[src/rtl/fir_pkg.sv]
// fir_pkg: shared loader states, framing constants and FIR default geometry
package fir_pkg;
  typedef enum logic [2:0] {IDLE, QUIESCE, RX_LO, RX_HI, CK_LO, CK_HI} load_state_e;
  localparam int BYTES_PER_COEFF     = 2;
  localparam int CHECKSUM_BYTES      = 2;
  localparam int FIR_ORDER           = 50;
  localparam int FIR_TAP_DATA_WIDTH  = 16;
  localparam int FIR_TAP_ADDR_WIDTH  = 6;
  localparam int LOAD_TIMEOUT_CYCLES = 1024;
  localparam int LOAD_TMO_WIDTH      = 11;
endpackage

[src/rtl/fir_load_timeout.sv]
// fir_load_timeout: counts idle cycles between stream bytes and flags expiry
module fir_load_timeout
  import fir_pkg::*;
#(
  parameter int TIMEOUT_CYCLES = LOAD_TIMEOUT_CYCLES,
  parameter int TMO_WIDTH      = LOAD_TMO_WIDTH
) (
  input  logic i_clk,
  input  logic i_rst_n,
  input  logic i_clear,
  input  logic i_enable,
  output logic o_expire
);
  logic [TMO_WIDTH-1:0] cnt_q, cnt_d;
  // expiry fires on the idle cycle that would bring the count to TIMEOUT_CYCLES
  always_comb begin
    cnt_d    = i_clear ? '0 : i_enable ? cnt_q + 1'b1 : cnt_q;
    o_expire = i_enable && !i_clear && (cnt_q == TMO_WIDTH'(TIMEOUT_CYCLES - 1));
  end
  // idle-cycle counter
  always_ff @(posedge i_clk or negedge i_rst_n)
    if (!i_rst_n) cnt_q <= '0;
    else          cnt_q <= cnt_d;
endmodule

[src/rtl/fir_coeff_loader.sv]
// fir_coeff_loader: streams bytes into FIR taps 0..ORDER, verifies checksum, owns the filter enable
module fir_coeff_loader
  import fir_pkg::*;
#(
  parameter int ORDER          = FIR_ORDER,
  parameter int TAP_DATA_WIDTH = FIR_TAP_DATA_WIDTH,
  parameter int TAP_ADDR_WIDTH = FIR_TAP_ADDR_WIDTH,
  parameter int TIMEOUT_CYCLES = LOAD_TIMEOUT_CYCLES,
  parameter int TMO_WIDTH      = LOAD_TMO_WIDTH
) (
  input  logic                      i_clk,
  input  logic                      i_rst_n,
  input  logic                      i_load_start,
  input  logic                      i_run_req,
  input  logic                      i_byte_valid,
  input  logic [7:0]                i_byte_data,
  output logic                      o_byte_ready,
  output logic                      o_fir_en,
  output logic                      o_tap_wr_en,
  output logic [TAP_ADDR_WIDTH-1:0] o_tap_wr_addr,
  output logic [TAP_DATA_WIDTH-1:0] o_tap_wr_data,
  output logic                      o_busy,
  output logic                      o_done,
  output logic                      o_err
);
  load_state_e               state_q, state_d;
  logic [TAP_ADDR_WIDTH-1:0] addr_q, addr_d, wr_addr_q, wr_addr_d;
  logic [TAP_DATA_WIDTH-1:0] sum_q, sum_d, wr_data_q, wr_data_d, word;
  logic [7:0]                lo_q, lo_d;
  logic                      ready_q, ready_d, fir_en_q, fir_en_d, wr_en_q, wr_en_d;
  logic                      busy_q, busy_d, done_q, done_d, err_q, err_d;
  logic                      xfer, tmo_clear, tmo_expire;

  assign xfer      = i_byte_valid && ready_q;
  assign word      = {i_byte_data, lo_q};
  assign tmo_clear = xfer || (state_q == IDLE && i_load_start);

  fir_load_timeout #(
    .TIMEOUT_CYCLES(TIMEOUT_CYCLES),
    .TMO_WIDTH     (TMO_WIDTH)
  ) u_timeout (
    .i_clk   (i_clk),
    .i_rst_n (i_rst_n),
    .i_clear (tmo_clear),
    .i_enable(ready_q && !xfer),
    .o_expire(tmo_expire)
  );

  // next-state, word assembly, checksum and registered-output computation
  always_comb begin
    state_d   = state_q;
    addr_d    = addr_q;
    sum_d     = sum_q;
    lo_d      = lo_q;
    err_d     = err_q;
    done_d    = 1'b0;
    wr_en_d   = 1'b0;
    wr_addr_d = wr_addr_q;
    wr_data_d = wr_data_q;
    case (state_q)
      IDLE: if (i_load_start) begin
        state_d = QUIESCE;
        err_d   = 1'b0;
        addr_d  = '0;
        sum_d   = '0;
      end
      QUIESCE: state_d = RX_LO;
      RX_LO: if (xfer) begin
        lo_d    = i_byte_data;
        state_d = RX_HI;
      end
      RX_HI: if (xfer) begin
        wr_en_d   = 1'b1;
        wr_addr_d = addr_q;
        wr_data_d = word;
        sum_d     = sum_q + word;
        if (addr_q == TAP_ADDR_WIDTH'(ORDER)) state_d = CK_LO;
        else begin
          addr_d  = addr_q + 1'b1;
          state_d = RX_LO;
        end
      end
      CK_LO: if (xfer) begin
        lo_d    = i_byte_data;
        state_d = CK_HI;
      end
      CK_HI: if (xfer) begin
        state_d = IDLE;
        done_d  = (word == sum_q);
        err_d   = (word != sum_q);
      end
      default: state_d = IDLE;
    endcase
    if (tmo_expire) begin
      state_d = IDLE;
      err_d   = 1'b1;
    end
    ready_d  = state_d inside {RX_LO, RX_HI, CK_LO, CK_HI};
    busy_d   = state_d != IDLE;
    fir_en_d = i_run_req && state_q == IDLE && !err_q && !i_load_start;
  end

  // state and output registers
  always_ff @(posedge i_clk or negedge i_rst_n)
    if (!i_rst_n) begin
      state_q   <= IDLE;
      addr_q    <= '0;
      sum_q     <= '0;
      lo_q      <= '0;
      err_q     <= 1'b0;
      done_q    <= 1'b0;
      wr_en_q   <= 1'b0;
      wr_addr_q <= '0;
      wr_data_q <= '0;
      ready_q   <= 1'b0;
      busy_q    <= 1'b0;
      fir_en_q  <= 1'b0;
    end else begin
      state_q   <= state_d;
      addr_q    <= addr_d;
      sum_q     <= sum_d;
      lo_q      <= lo_d;
      err_q     <= err_d;
      done_q    <= done_d;
      wr_en_q   <= wr_en_d;
      wr_addr_q <= wr_addr_d;
      wr_data_q <= wr_data_d;
      ready_q   <= ready_d;
      busy_q    <= busy_d;
      fir_en_q  <= fir_en_d;
    end

  assign o_byte_ready  = ready_q;
  assign o_fir_en      = fir_en_q;
  assign o_tap_wr_en   = wr_en_q;
  assign o_tap_wr_addr = wr_addr_q;
  assign o_tap_wr_data = wr_data_q;
  assign o_busy        = busy_q;
  assign o_done        = done_q;
  assign o_err         = err_q;
endmodule

[config.mk]
export PLATFORM = sky130hd
export DESIGN_NAME = fir_coeff_loader
export DESIGN_NICKNAME = d
export VERILOG_FILES = /design/src/rtl/fir_pkg.sv /design/src/rtl/fir_load_timeout.sv /design/src/rtl/fir_coeff_loader.sv
export SDC_FILE = /design/constraint.sdc
export NUM_CORES = 1
export LEC_CHECK = 0
export BUFFER_PORTS_ARGS = -buffer_cell sky130_fd_sc_hd__buf_2
export CORE_UTILIZATION = 50
export CTS_BUF_LIST = sky130_fd_sc_hd__clkbuf_16
export CTS_CLUSTER_SIZE = 14
export DETAILED_ROUTE_END_ITERATION = 7
export PLACE_DENSITY = 0.72
export SYNTH_ARGS = -nofsm -noshare
export SYNTH_HDL_FRONTEND = slang
export SYNTH_SLANG_ARGS = --single-unit
[constraint.sdc]
create_clock -name i_clk -period 2.2 [get_ports i_clk]
set_clock_uncertainty 0.1 [all_clocks]
set_input_delay 0.11 -clock i_clk [delete_from_list [all_inputs] [get_ports i_clk]]
set_output_delay 0.11 -clock i_clk [all_outputs]
set_load 0.02 [all_outputs]
# Word level (Yosys, flattened, before mapping)

Cells that the tools add are included.

Flip-flop bits (word level): 72
Logic and storage cells: 84

Reductions and logical operators: 25
Multiplexer cells: 25
Equal/unequal tests: 18
Add/subtract/negate cells: 3

Operators by type and width:

| kind                    | number |
|---|---|
| $mux W16                | 2 |
| $pmux W16 S2            | 1 |
| $mux W11                | 2 |
| $mux W3                 | 7 |
| $mux W6                 | 3 |
| $pmux W3 S6             | 1 |
| $add A16 B16 Y16        | 1 |
| $eq A16 B16 Y1          | 1 |
| $ne A16 B16 Y1          | 1 |
| $eq A3 B2 Y1 const B    | 4 |
| $eq A3 B3 Y1 const B    | 4 |
| $pmux W6 S2             | 1 |
| $add A11 B1 Y11 const B | 1 |
| $eq A11 B10 Y1 const B  | 1 |
| $logic_and A1 B1 Y1     | 8 |
| $mux W1                 | 7 |
| $add A6 B1 Y6 const B   | 1 |
| $eq A6 B6 Y1 const B    | 1 |
| $ne A2 B2 Y1 const B    | 3 |
| $ne A3 B3 Y1 const B    | 2 |
| $reduce_and A3 Y1       | 2 |
| $reduce_bool A3 Y1      | 2 |
| $logic_not A1 Y1        | 4 |
| $reduce_and A2 Y1       | 2 |
| other kinds (8)         | 9 |

# Logic depth before layout (Yosys ltp)

Gate-level depths: netlist of run 1.

Depth in word-level cells: 9
Mapped depth: 8
Mapped depth without buffers: 8

# Hierarchy

Synthesis of run 1 repeated with hierarchy kept, for this count alone.

Cells, all modules: 390
Area, all modules: 3782.4 um^2

Modules (own cells, without submodules):

| module           | times used | area each (um^2) | cells an instance | seq. area each (um^2) |
|---|---|---|---|---|
| fir_coeff_loader | 1          | 3235.6           | 336               | 1526.5 |
| fir_load_timeout | 1          | 546.8            | 54                | 275.3 |

# Worst setup path before layout of run 1

Ideal clock, no wire load.

Path kind: flip-flop to flip-flop
From: reg sum_q[0]
To: reg sum_q[12]
Arrival time: 1986 ps
Data required time: 1978 ps
Path buffers: 0
Slack: -7 ps
Clock period less this slack: 2207 ps
Cell stages (with the launch flop): 9
Path through: dfrtp_1 ha_1 fa_1 a21oi_1 o211ai_1 nand3_1 a21oi_1 or3_1 a32o_1

Word-level cells in the longest chain between the ends: 3

RTL lines:

| element                | RTL line                | RTL |
|---|---|---|
| from (decl)            | fir_coeff_loader.sv:28  | `logic [TAP_DATA_WIDTH-1:0] sum_q, sum_d, wr_data_q, wr_data_d, word;` |
| from (signal assigned) | fir_coeff_loader.sv:121 | `sum_q <= sum_d;` |
| $add A16 B16 Y16       | fir_coeff_loader.sv:76  | `sum_d = sum_q + word;` |
| $mux W16               | fir_coeff_loader.sv:72  | `RX_HI: if (xfer) begin` |
| $pmux W16 S2           | fir_coeff_loader.sv:60  | `case (state_q)` |

Every way passes these cells. The select of a mux whose other input is x is not followed.
A chain may end at the register's enable or synchronous reset.

# Final worst setup path of run 1

Ends and elaborated chain as after synthesis.

==> results.py, run 1 <==
metrics = {
    "run_status": {
        "status": "complete, no violations",
    },
    "placed_design": {
        "place.gp.congestion": 0.9503,
        "dp_hpwl_microns": 6038,
        "dp_cells": 540,
        "io_buffers": 40,
    },
    "global_route": {
        "antenna_found_initial": 0,
        "track_usage": 0.2540,
        "gr-total-overflow": 0,
        "grt_pass1_wl_microns": 14800,
        "grt_pass1_vias": 3092,
        "grt_max_degree": 29,
    },
    "timing": {
        "holdWs_ns": 0.06044,
        "hold_violations": 0,
        "tightest_slew_ns": 0.5366,
        "maxSlewHeadroom": 0.6423,
        "fmax_mhz": 455.7,
        "rsz0062_at_grt": "true",
        "finalSetupViolations": 0,
        "period_share": 0.9975,
        "fin_crit_ns": 2.194,
        "slew_viol_final": 0,
    },
    "yosys": {
        "yosysSeqAreaShare": 0.4890,
        "synth_area_leaders": "dfrtp_1 (49%), nand2_1 (9.8%), ha_1 (6.1%)",
        "yosys.area.top_type": "dfrtp_1",
        "synth_edf_count": 0,
        "synth_fp_nets": 419,
        "ys_warn_count": 0,
        "ys.flop_type": "dfrtp_1",
        "synthArstFlopShare": 1.000,
        "syn_area_sq_um": 3685,
        "syn_inst": 387,
        "synth_top_area_frac": 0.4890,
        "synth-seq-cells": 72,
        "synth_cell_types": 53,
        "avgSynthCellArea_sq_um": 9.521,
    },
    "critical_path": {
        "arrival_ns": 2.31,
        "crit_path_end_kind": "flop",
        "cpPeakStageDelay_ns": 0.38,
        "crit_slowest_cell": "dfrtp_1",
        "cp_max_fo": 2,
        "start_kind": "flop",
        "worst_r2r_path_depth": 8,
        "crit_required_ns": 2.32,
        "crit_type": "flop to flop",
        "cpMostUsedCell": "a21oi_2",
        "crit_chain": "ha_2 > fa_2 > a21oi_2 > o211ai_1 > nand3_1 > a21oi_2 > or3_1 > a32o_1",
    },
    "final_layout": {
        "diodes": 0,
        "area_growth_pct": 26.11,
        "nets": 499,
        "drive_above_1_share": 0.2442,
        "finalNonFillerCells": 567,
    },
    "floorplanning": {
        "die_area_sq_um": 7717,
        "rows": 30,
        "initial_core_util": 0.5306,
        "die_w_microns": 87.85,
        "die_height_microns": 87.85,
        "io-pin-count": 41,
        "design.core.area_sq_um": 6944,
    },
    "clocking": {
        "clkSlewWorstSetupHoldPaths_ns": 0.06,
        "clock_tree.root_cell": "clkbuf_16",
        "cts_tree": "done",
        "clk_latency_ns": 0.33,
        "clockBufferDepth": 2,
        "htree_levels": 3,
        "clkSinkCount": 72,
        "cts_buffers": 9,
    },
    "power": {
        "power_density_nw_per_um2": 1490,
        "leakagePower_nw": 2.231,
        "ir_worst_vdd_uv": 777.9,
    },
    "drt": {
        "first_pass_iters": 4,
        "vias": 3117,
        "drtIter0Drc": 143,
        "avgViaCountPerCell": 5.497,
        "drc_errors": 0,
        "routed_wl_microns": 8733,
        "post_drt_wl_per_cell_microns": 15.40,
        "ant_nets": 0,
    },
    "worst_hold_path": {
        "worstHoldPathCells": 3,
        "hold_class": "input port to flop",
    },
    "run": {
        "maxCapViolCount": 0,
    },
}
## report_power, final
part	internal, W	switching [W]
registers	0.00179	0.000385
clock network	0.000856	0.000532
logic	0.00153	0.00183
total	0.00417	0.00275
## placed cells by master, fill, tap and decap left out, types with 5 or more instances in the layout
master / netlist / final
o21ai_0: 9 / 9
ha_1: 18 / 11
o21ai_1: 14 / 14
xor2_1: 10 / 10
and3_1: 6 / 6
nand4_1: 6 / 6
buf_2: 1 / 40
ha_4: 0 / 5
a21oi_1: 21 / 17
xnor2_1: 11 / 11
dfrtp_1: 72 / 71
nand3_1: 17 / 16
a21oi_2: 1 / 5
dlygate4sd3_1: 0 / 10
clkbuf_16: 0 / 9
nand2_1: 96 / 96
mux2_2: 9 / 9
nor2_1: 26 / 26
buf_4: 0 / 29
inv_1: 5 / 7
## kinds of logic (layout without fill, tap and decap cells)
| kind of cell | Yosys count | after routing | share of synthesized area |
|---|---|---|---|
| flops | 72 | 72 | 0.4890 |
| buf+inv | 16 | 100 | 0.02071 |
| compound gates | 71 | 71 | 0.1243 |
| fa+ha+maj | 19 | 19 | 0.06655 |
| xor+xnor | 21 | 21 | 0.04991 |
| mux | 10 | 10 | 0.03022 |
| simple gates | 178 | 178 | 0.2194 |
## state kept, by name (all words and copies together), names as in the netlist
register         cells
addr_q               6
o_byte_ready         1
lo_q                 8
o_busy               1
o_err                1
u_timeout.cnt_q     11
o_tap_wr_data       16
o_tap_wr_addr        6
o_fir_en             1
state_q              3
o_tap_wr_en          1
sum_q               16
o_done               1
## critical path: cells and delay by family (launching register included)
family	cells	cell delay [ns]
compound gates	4	0.61
fa+ha+maj	2	0.56
simple gates	2	0.43
flops	1	0.38
## metal layers
| layer | up-vias | wire length, microns | GRT usage |
|---|---|---|---|
| li1 | 1503 | - | - |
| met2 | 81 | 3971 | 0.3834 |
| met3 | 9 | 348 | 0.03864 |
| met4 | 0 | 108 | 0.1013 |
| met5 | - | 0 | 0 |
| met1 | 1524 | 4304 | 0.3679 |
## final timing paths
kind                                        from                 end  slack (ns)
worst min-delay path                i_byte_valid  u_timeout.cnt_q[1]        0.06
worst max-delay path                    sum_q[0]           sum_q[12]       0.006
min in group asynchronous                i_rst_n  u_timeout.cnt_q[3]        0.20
worst max register to register          sum_q[0]           sum_q[12]       0.006
worst min register to register  o_tap_wr_data[1]    o_tap_wr_data[1]        0.37
max in group asynchronous                i_rst_n   o_tap_wr_data[15]        1.03
## Yosys cell counts (3+ instances only)
cell,n
a21o_1,3
a31oi_1,3
a22o_1,3
or3_1,4
nor4_1,3
o21ai_0,9
a21oi_1,21
and3_1,6
inv_1,5
xor2_1,10
o21ai_1,14
nor3_1,4
o211ai_1,4
ha_1,18
nand2_1,96
nor2_1,26
xnor2_1,11
dfrtp_1,72
nor2b_1,3
nand4_1,6
nand3_1,17
mux2_2,9
clkbuf_1,5
## what timing repair did
item | 4_1_cts | 5_1_grt
endpoints found under the setup margin | 3 | 4
pin swaps | 1 | 1
buffers inserted | 0 | 2
hold buffers | 10 | 0
endpoints found under the hold margin | 38 | 0
gates resized for setup | 10 | 5
## layout make-up
type / count / area [sq um]
Timing Repair Buffer: 79 / 518.0
Sequential cell: 72 / 1803
Clock buffer: 9 / 225.2
Inverter: 6 / 22.52
Multi-Input combinational cell: 299 / 1904
Tap cell: 96 / 120.1
Fill cell: 565 / 2297
Clock inverter: 6 / 53.80
## stage by stage
stage | area (sq um) | total power (W) | setup TNS [ns] | setup slack [ns] | util
final | 4647 | 0.006922 | 0 | 0.005580 | 0.6692
after floorplan | 3687 | 0.004212 | 0 | 0.01706 | -
after detailed placement | 4156 | 0.005206 | -0.09072 | -0.07318 | 0.5986
after global placement | 4156 | 0.005115 | 0 | 0.0005755 | 0.5986
after global routing | 4647 | 0.007398 | -0.2268 | -0.1082 | 0.6692
after CTS | 4613 | 0.006829 | 0 | 0.01782 | 0.6643
Note: power is estimated with default switching activity, not from simulation.
==> inputs of run 2 (changes only) <==
MAX_ROUTING_LAYER = met4   (was not set)
==> results.py, run 2 (synthesis results as in run 1) <==
metrics = {
    "critical_path": {
        "cpPeakStageDelay_ns": 0.39,
        "crit_slowest_cell": "dfrtp_1",
        "critPathLaunch": "sum_q[0]",
        "start_kind": "flop",
        "cp_max_fo": 2,
        "crit_type": "flop to flop",
        "crit_chain": "ha_2 > fa_2 > a21oi_2 > o211ai_1 > nand3_1 > a21oi_1 > or3_1 > a32o_1",
        "crit-reg2reg-launch": "sum_q[0]",
        "crit_required_ns": 2.32,
        "crit_path_end_kind": "flop",
        "arrival_ns": 2.27,
    },
    "timing": {
        "hold_violations": 0,
        "rsz0062_at_grt": "true",
        "maxSlewHeadroom": 0.5898,
        "period_share": 0.9782,
        "tightest_slew_ns": 0.6153,
        "finalSetupViolations": 0,
        "fmax_mhz": 464.7,
        "holdWs_ns": 0.006003,
        "fin_crit_ns": 2.152,
        "worst_slack_ns": 0.04787,
        "slew_viol_final": 0,
        "finalSetupTns_ns": 0,
    },
    "final_layout": {
        "final_common_cell": "nand2_1",
        "multi_input_area_sq_um": 1917,
        "diodes": 0,
        "drive_above_1_share": 0.2626,
        "most-common-layout-cells": "nand2_1 (94), dfrtp_1 (70), buf_2 (40)",
        "utilization": 0.6748,
        "area_growth_pct": 27.16,
        "nets": 503,
        "regArea_sq_um": 1804,
        "layout.filler_cells": 568,
    },
    "clocking": {
        "htree_levels": 3,
        "cts_tree": "done",
        "clkSlewWorstSetupHoldPaths_ns": 0.06,
        "clk_latency_ns": 0.33,
        "clock_tree.root_cell": "clkbuf_16",
        "clockBufferDepth": 2,
        "cts_buffers": 9,
        "clkSinkCount": 72,
    },
    "global_route": {
        "gr-total-overflow": 0,
        "track_usage": 0.2621,
        "grt_pass1_wl_microns": 14790,
        "grt_max_degree": 30,
        "antenna_found_initial": 0,
        "grt_pass1_vias": 3074,
    },
    "power": {
        "ir_worst_vdd_uv": 775.6,
        "sequentialPowerShare": 0.310,
        "power_density_nw_per_um2": 1494,
        "p_sw_frac": 0.4047,
        "leakagePower_nw": 2.244,
        "power.internal_w": 0.004168,
        "p_switching_w": 0.002833,
        "power_frac_comb": 0.506,
        "power_frac_clock": 0.184,
    },
    "floorplanning": {
        "rows": 30,
        "die_area_sq_um": 7717,
        "initial_core_util": 0.5306,
        "die_w_microns": 87.85,
        "io-pin-count": 41,
        "die_height_microns": 87.85,
        "design.core.area_sq_um": 6944,
    },
    "drt": {
        "ant_nets": 0,
        "drc_errors": 0,
        "avgViaCountPerCell": 5.413,
        "vias": 3096,
        "routed_wl_microns": 8903,
        "drtIter0Drc": 169,
        "post_drt_wl_per_cell_microns": 15.56,
        "first_pass_iters": 4,
    },
    "worst_hold_path": {
        "hold_class": "input port to flop",
        "worstHoldStart": "i_byte_data[7]",
    },
    "run": {
        "maxCapViolCount": 0,
    },
    "run_status": {
        "status": "complete, no violations",
    },
    "placed_design": {
        "place.gp.congestion": 0.9552,
        "io_buffers": 40,
        "dp_hpwl_microns": 6190,
        "dp_slack_ns": -0.03155,
    },
}
==> run 2: cell type report <==
class,instances,area share
clock buffer,9,0.04806
timing repair buffer,83,0.1191
clock inverter,7,0.008278
tap,96,0.02563
inverter,6,0.004806
sequential,72,0.3850
multi-input combinational,299,0.4091
==> run 2: worst paths after layout <==
path | end | slack, ns | cells past startpoint
hold reg to reg | o_tap_wr_data[4] | 0.37 | 2
hold / removal | o_tap_wr_data[15] | 0.006 | 3
setup reg to reg | sum_q[12] | 0.05 | 8
min in group asynchronous | u_timeout.cnt_q[5] | 0.23 | 2
setup / recovery | sum_q[12] | 0.05 | 8
max in group asynchronous | state_q[1] | 1.06 | 3
==> run 2: per-layer routing <==
metal	part of all wire	GRT usage	wire length [microns]
met1	0.49	0.3580	4322
met2	0.46	0.3932	4060
met3	0.044	0.04336	392
met4	0.014	0.09687	128
met5	0	-	0
==> run 2: power groups by stage <==
stage | Clock [W] | Sequential, W | Combinational (W)
after global routing | 0.00137 | 0.00223 | 0.00388
final | 0.00129 | 0.00217 | 0.00354
after CTS | 0.00131 | 0.00215 | 0.00332
after floorplan | 0 | 0.00229 | 0.00193
after global placement | 0 | 0.00211 | 0.00306
after detailed placement | 0 | 0.00213 | 0.00314
==> run 2: timing repair <==
action / CTS / global route
setup buffers: 1 / 4
endpoints found under the setup margin: 2 / 6
hold buffers: 9 / 0
pin swaps: 0 / 10
hold endpoints to repair: 37 / 0
resized for setup: 6 / 12
==> run 2: critical path, delay by kind of cell, from the launching register on <==
family                     cells  cell delay [ns]
AOI/OAI and AO/OA              4             0.58
adders and majority gates      2             0.56
DFF                            1             0.39
and+or+nand+nor                2             0.41
==> run 2: stage by stage <==
stage	cells	cell area [sq um]	power, W
floorplan	387	3687	0.004212
global placement	542	4184	0.005169
detailed placement	542	4184	0.005268
CTS	568	4607	0.006777
global route	572	4686	0.007490
finish	572	4686	0.007001
==> inputs of run 3 (changes only) <==
ABC_AREA = 1   (was not set)
==> results.py, run 3 <==
metrics = {
    "yosys": {
        "yosys.area.top_type": "dfrtp_1",
        "synth-xor-area-share": 0.01345,
        "yosys.area_share.simple": 0.2933,
        "synth_fp_nets": 541,
        "avgSynthCellArea_sq_um": 7.677,
        "synthArstFlopShare": 1.000,
        "synth_top_family_by_area": "simple AND/OR/NAND/NOR gates",
        "yosysSeqAreaShare": 0.4611,
        "synth_fa_ha_area_frac": 0.06276,
        "ys_warn_count": 0,
        "syn_area_sq_um": 3907,
        "synth_compound_area_frac": 0.09222,
        "yosys.cell_count.top_type": "nand2_1",
        "ys.flop_type": "dfrtp_1",
        "synth-seq-cells": 72,
        "syn_inst": 509,
        "synth_common_cells": "nand2_1 (175), dfrtp_1 (72), inv_1 (62)",
        "synthMuxAreaShare": 0,
        "synth_cell_types": 35,
        "synth_edf_count": 0,
        "synth_area_leaders": "dfrtp_1 (46%), nand2_1 (17%), inv_1 (6.0%)",
        "synth_top_area_frac": 0.4611,
    },
    "power": {
        "power_frac_clock": 0.243,
        "power_density_nw_per_um2": 1406,
        "power_frac_comb": 0.426,
        "p_sw_frac": 0.4247,
        "leakagePower_nw": 2.499,
        "ir_worst_vdd_uv": 790.6,
        "p_switching_w": 0.002756,
        "power.internal_w": 0.003733,
        "sequentialPowerShare": 0.331,
    },
    "critical_path": {
        "crit_type": "flop to flop",
        "start_kind": "flop",
        "cpPeakStageDelay_ns": 0.40,
        "arrival_ns": 1.99,
        "cp_max_fo": 4,
        "crit_chain": "ha_1 > fa_1 > nand2_1 > nand2_1 > nand3b_1 > nand2_1 > nand2_1 > nand3b_1 > nand3_1 > nand2_1",
        "worstPathBufferInverterCount": 0,
        "crit_required_ns": 2.32,
        "crit_family": "simple AND/OR/NAND/NOR gates",
        "cpMostUsedCell": "nand2_1",
        "crit_slowest_cell": "dfrtp_1",
        "crit_path_end_kind": "flop",
    },
    "placed_design": {
        "dp_cells": 643,
        "place.gp.congestion": 0.8914,
        "dp_slack_ns": 0.3312,
        "placed_area_sq_um": 4227,
        "io_buffers": 40,
        "dp_hpwl_microns": 6633,
    },
    "floorplanning": {
        "design.core.area_sq_um": 7408,
        "die_w_microns": 90.40,
        "die_height_microns": 90.40,
        "die_area_sq_um": 8172,
        "io-pin-count": 41,
        "rows": 31,
        "initial_core_util": 0.5274,
    },
    "timing": {
        "slew_viol_final": 0,
        "worst_slack_ns": 0.3297,
        "fmax_mhz": 534.7,
        "tightest_slew_ns": 0.4448,
        "finalSetupViolations": 0,
        "fin_crit_ns": 1.870,
        "maxSlewHeadroom": 0.7012,
        "period_share": 0.8501,
        "rsz0062_at_grt": "false",
        "finalSetupTns_ns": 0,
        "hold_violations": 0,
    },
    "global_route": {
        "track_usage": 0.2550,
        "gr-total-overflow": 0,
        "grt_max_degree": 73,
        "antenna_found_initial": 0,
        "grt_pass1_wl_microns": 16090,
        "grt_pass1_vias": 3444,
    },
    "final_layout": {
        "drive_above_1_share": 0.1340,
        "area_growth_pct": 18.12,
        "final_area_sq_um": 4616,
        "final_common_cell": "nand2_1",
        "layout.filler_cells": 653,
        "most-common-layout-cells": "nand2_1 (175), dfrtp_1 (72), inv_1 (62)",
        "finalNonFillerCells": 666,
        "nets": 594,
        "diodes": 0,
    },
    "drt": {
        "drc_errors": 0,
        "routed_wl_microns": 9258,
        "avgViaCountPerCell": 5.162,
        "post_drt_wl_per_cell_microns": 13.90,
        "first_pass_iters": 4,
        "ant_nets": 0,
        "vias": 3438,
        "drtIter0Drc": 185,
    },
    "clocking": {
        "clockBufferDepth": 2,
        "clock_tree.root_cell": "clkbuf_16",
        "cts_buffers": 9,
        "clkSlewWorstSetupHoldPaths_ns": 0.06,
        "cts_tree": "done",
        "clkSinkCount": 72,
        "clk_latency_ns": 0.33,
        "htree_levels": 3,
    },
    "worst_hold_path": {
        "hold_class": "input port to flop",
    },
    "run_status": {
        "status": "complete, no violations",
    },
    "run": {
        "maxCapViolCount": 0,
    },
}
run 3: cell count changes after synthesis, sizes merged, moves of 4 or more:
| cell | delta |
|---|---|
| inv | +63 |
| or3 | -4 |
| xor2 | -5 |
| xnor2 | -10 |
| nor2 | +5 |
| nand3 | +18 |
| nor3 | +6 |
| o21ai | +17 |
| a21o | -4 |
| mux2 | -9 |
| nand2 | +81 |
| and3 | -7 |
run 3: what timing repair did:
action | 4_1_cts | 5_1_grt
hold endpoints to repair | 79 | 0
resized for setup | 0 | 0
hold buffers | 7 | 0
setup buffers | 0 | 0
run 3: power by group through the flow:
| stage | Sequential [W] | Combinational [W] | Clock (W) |
|---|---|---|---|
| after floorplan | 0.00231 | 0.00180 | 0 |
| after global placement | 0.00213 | 0.00267 | 0 |
| after detailed placement | 0.00216 | 0.00274 | 0 |
| after CTS | 0.00215 | 0.00277 | 0.00160 |
| after global routing | 0.00221 | 0.00313 | 0.00165 |
| final | 0.00215 | 0.00276 | 0.00158 |
run 3: logic make-up (layout without fill, tap and decap cells):
| family | after synthesis | count (layout) |
|---|---|---|
| buffers and inverters | 77 | 135 |
| AO/OA/AOI/OAI | 68 | 68 |
| XOR/XNOR | 6 | 6 |
| AND/OR/NAND/NOR | 267 | 267 |
| adder cells (fa/ha/maj) | 19 | 19 |
| flip-flops | 72 | 72 |
run 3: through the flow:
step | hold WS, ns | utilization | total power [W]
3_3_place_gp | 0.06900 | 0.5705 | 0.004804
3_5_place_dp | 0.07104 | 0.5705 | 0.004898
4_1_cts | 0.007475 | 0.6230 | 0.006512
2_1_floorplan | -0.2856 | - | 0.004115
5_1_grt | 0.01848 | 0.6230 | 0.006991
6_report | 0.01203 | 0.6230 | 0.006489
run 3: cell type report:
cell class | count | area [sq um] | area share
Tap cell | 99 | 123.9 | 0.02684
Clock buffer | 9 | 225.2 | 0.04879
Clock inverter | 7 | 93.84 | 0.02033
Timing Repair Buffer | 50 | 305.3 | 0.06614
Sequential cell | 72 | 1802 | 0.3903
Multi-Input combinational cell | 360 | 1804 | 0.3909
Inverter | 69 | 261.5 | 0.05665
run 3: path summary, 6_finish.rpt:
path                                   from               end  slack [ns]  cells after the start
setup / recovery                    lo_q[0]         sum_q[10]        0.33                     10
hold / removal               i_byte_data[5]           lo_q[5]        0.01                      3
setup reg to reg                    lo_q[0]         sum_q[10]        0.33                     10
hold reg to reg            o_tap_wr_addr[1]  o_tap_wr_addr[1]        0.38                      2
max in group asynchronous           i_rst_n         addr_q[1]        1.46                      3
min in group asynchronous           i_rst_n         sum_q[14]        0.23                      3
run 3: worst min-delay path, stage by stage:
cell and delay (ns):
buf_2 0.11, inv_1 0.09, o21ai_1 0.09
run 3: routing by layer:
| metal | part of all wire | vias to the layer above | wire [microns] | global-route usage |
|---|---|---|---|---|
| met1 | 0.46 | 1615 | 4251 | 0.3215 |
| met5 | 0 | - | 0 | - |
| met2 | 0.48 | 79 | 4462 | 0.4103 |
| met3 | 0.033 | 20 | 304 | 0.04209 |
| met4 | 0.026 | 0 | 240 | 0.1035 |
| li1 | - | 1724 | - | - |
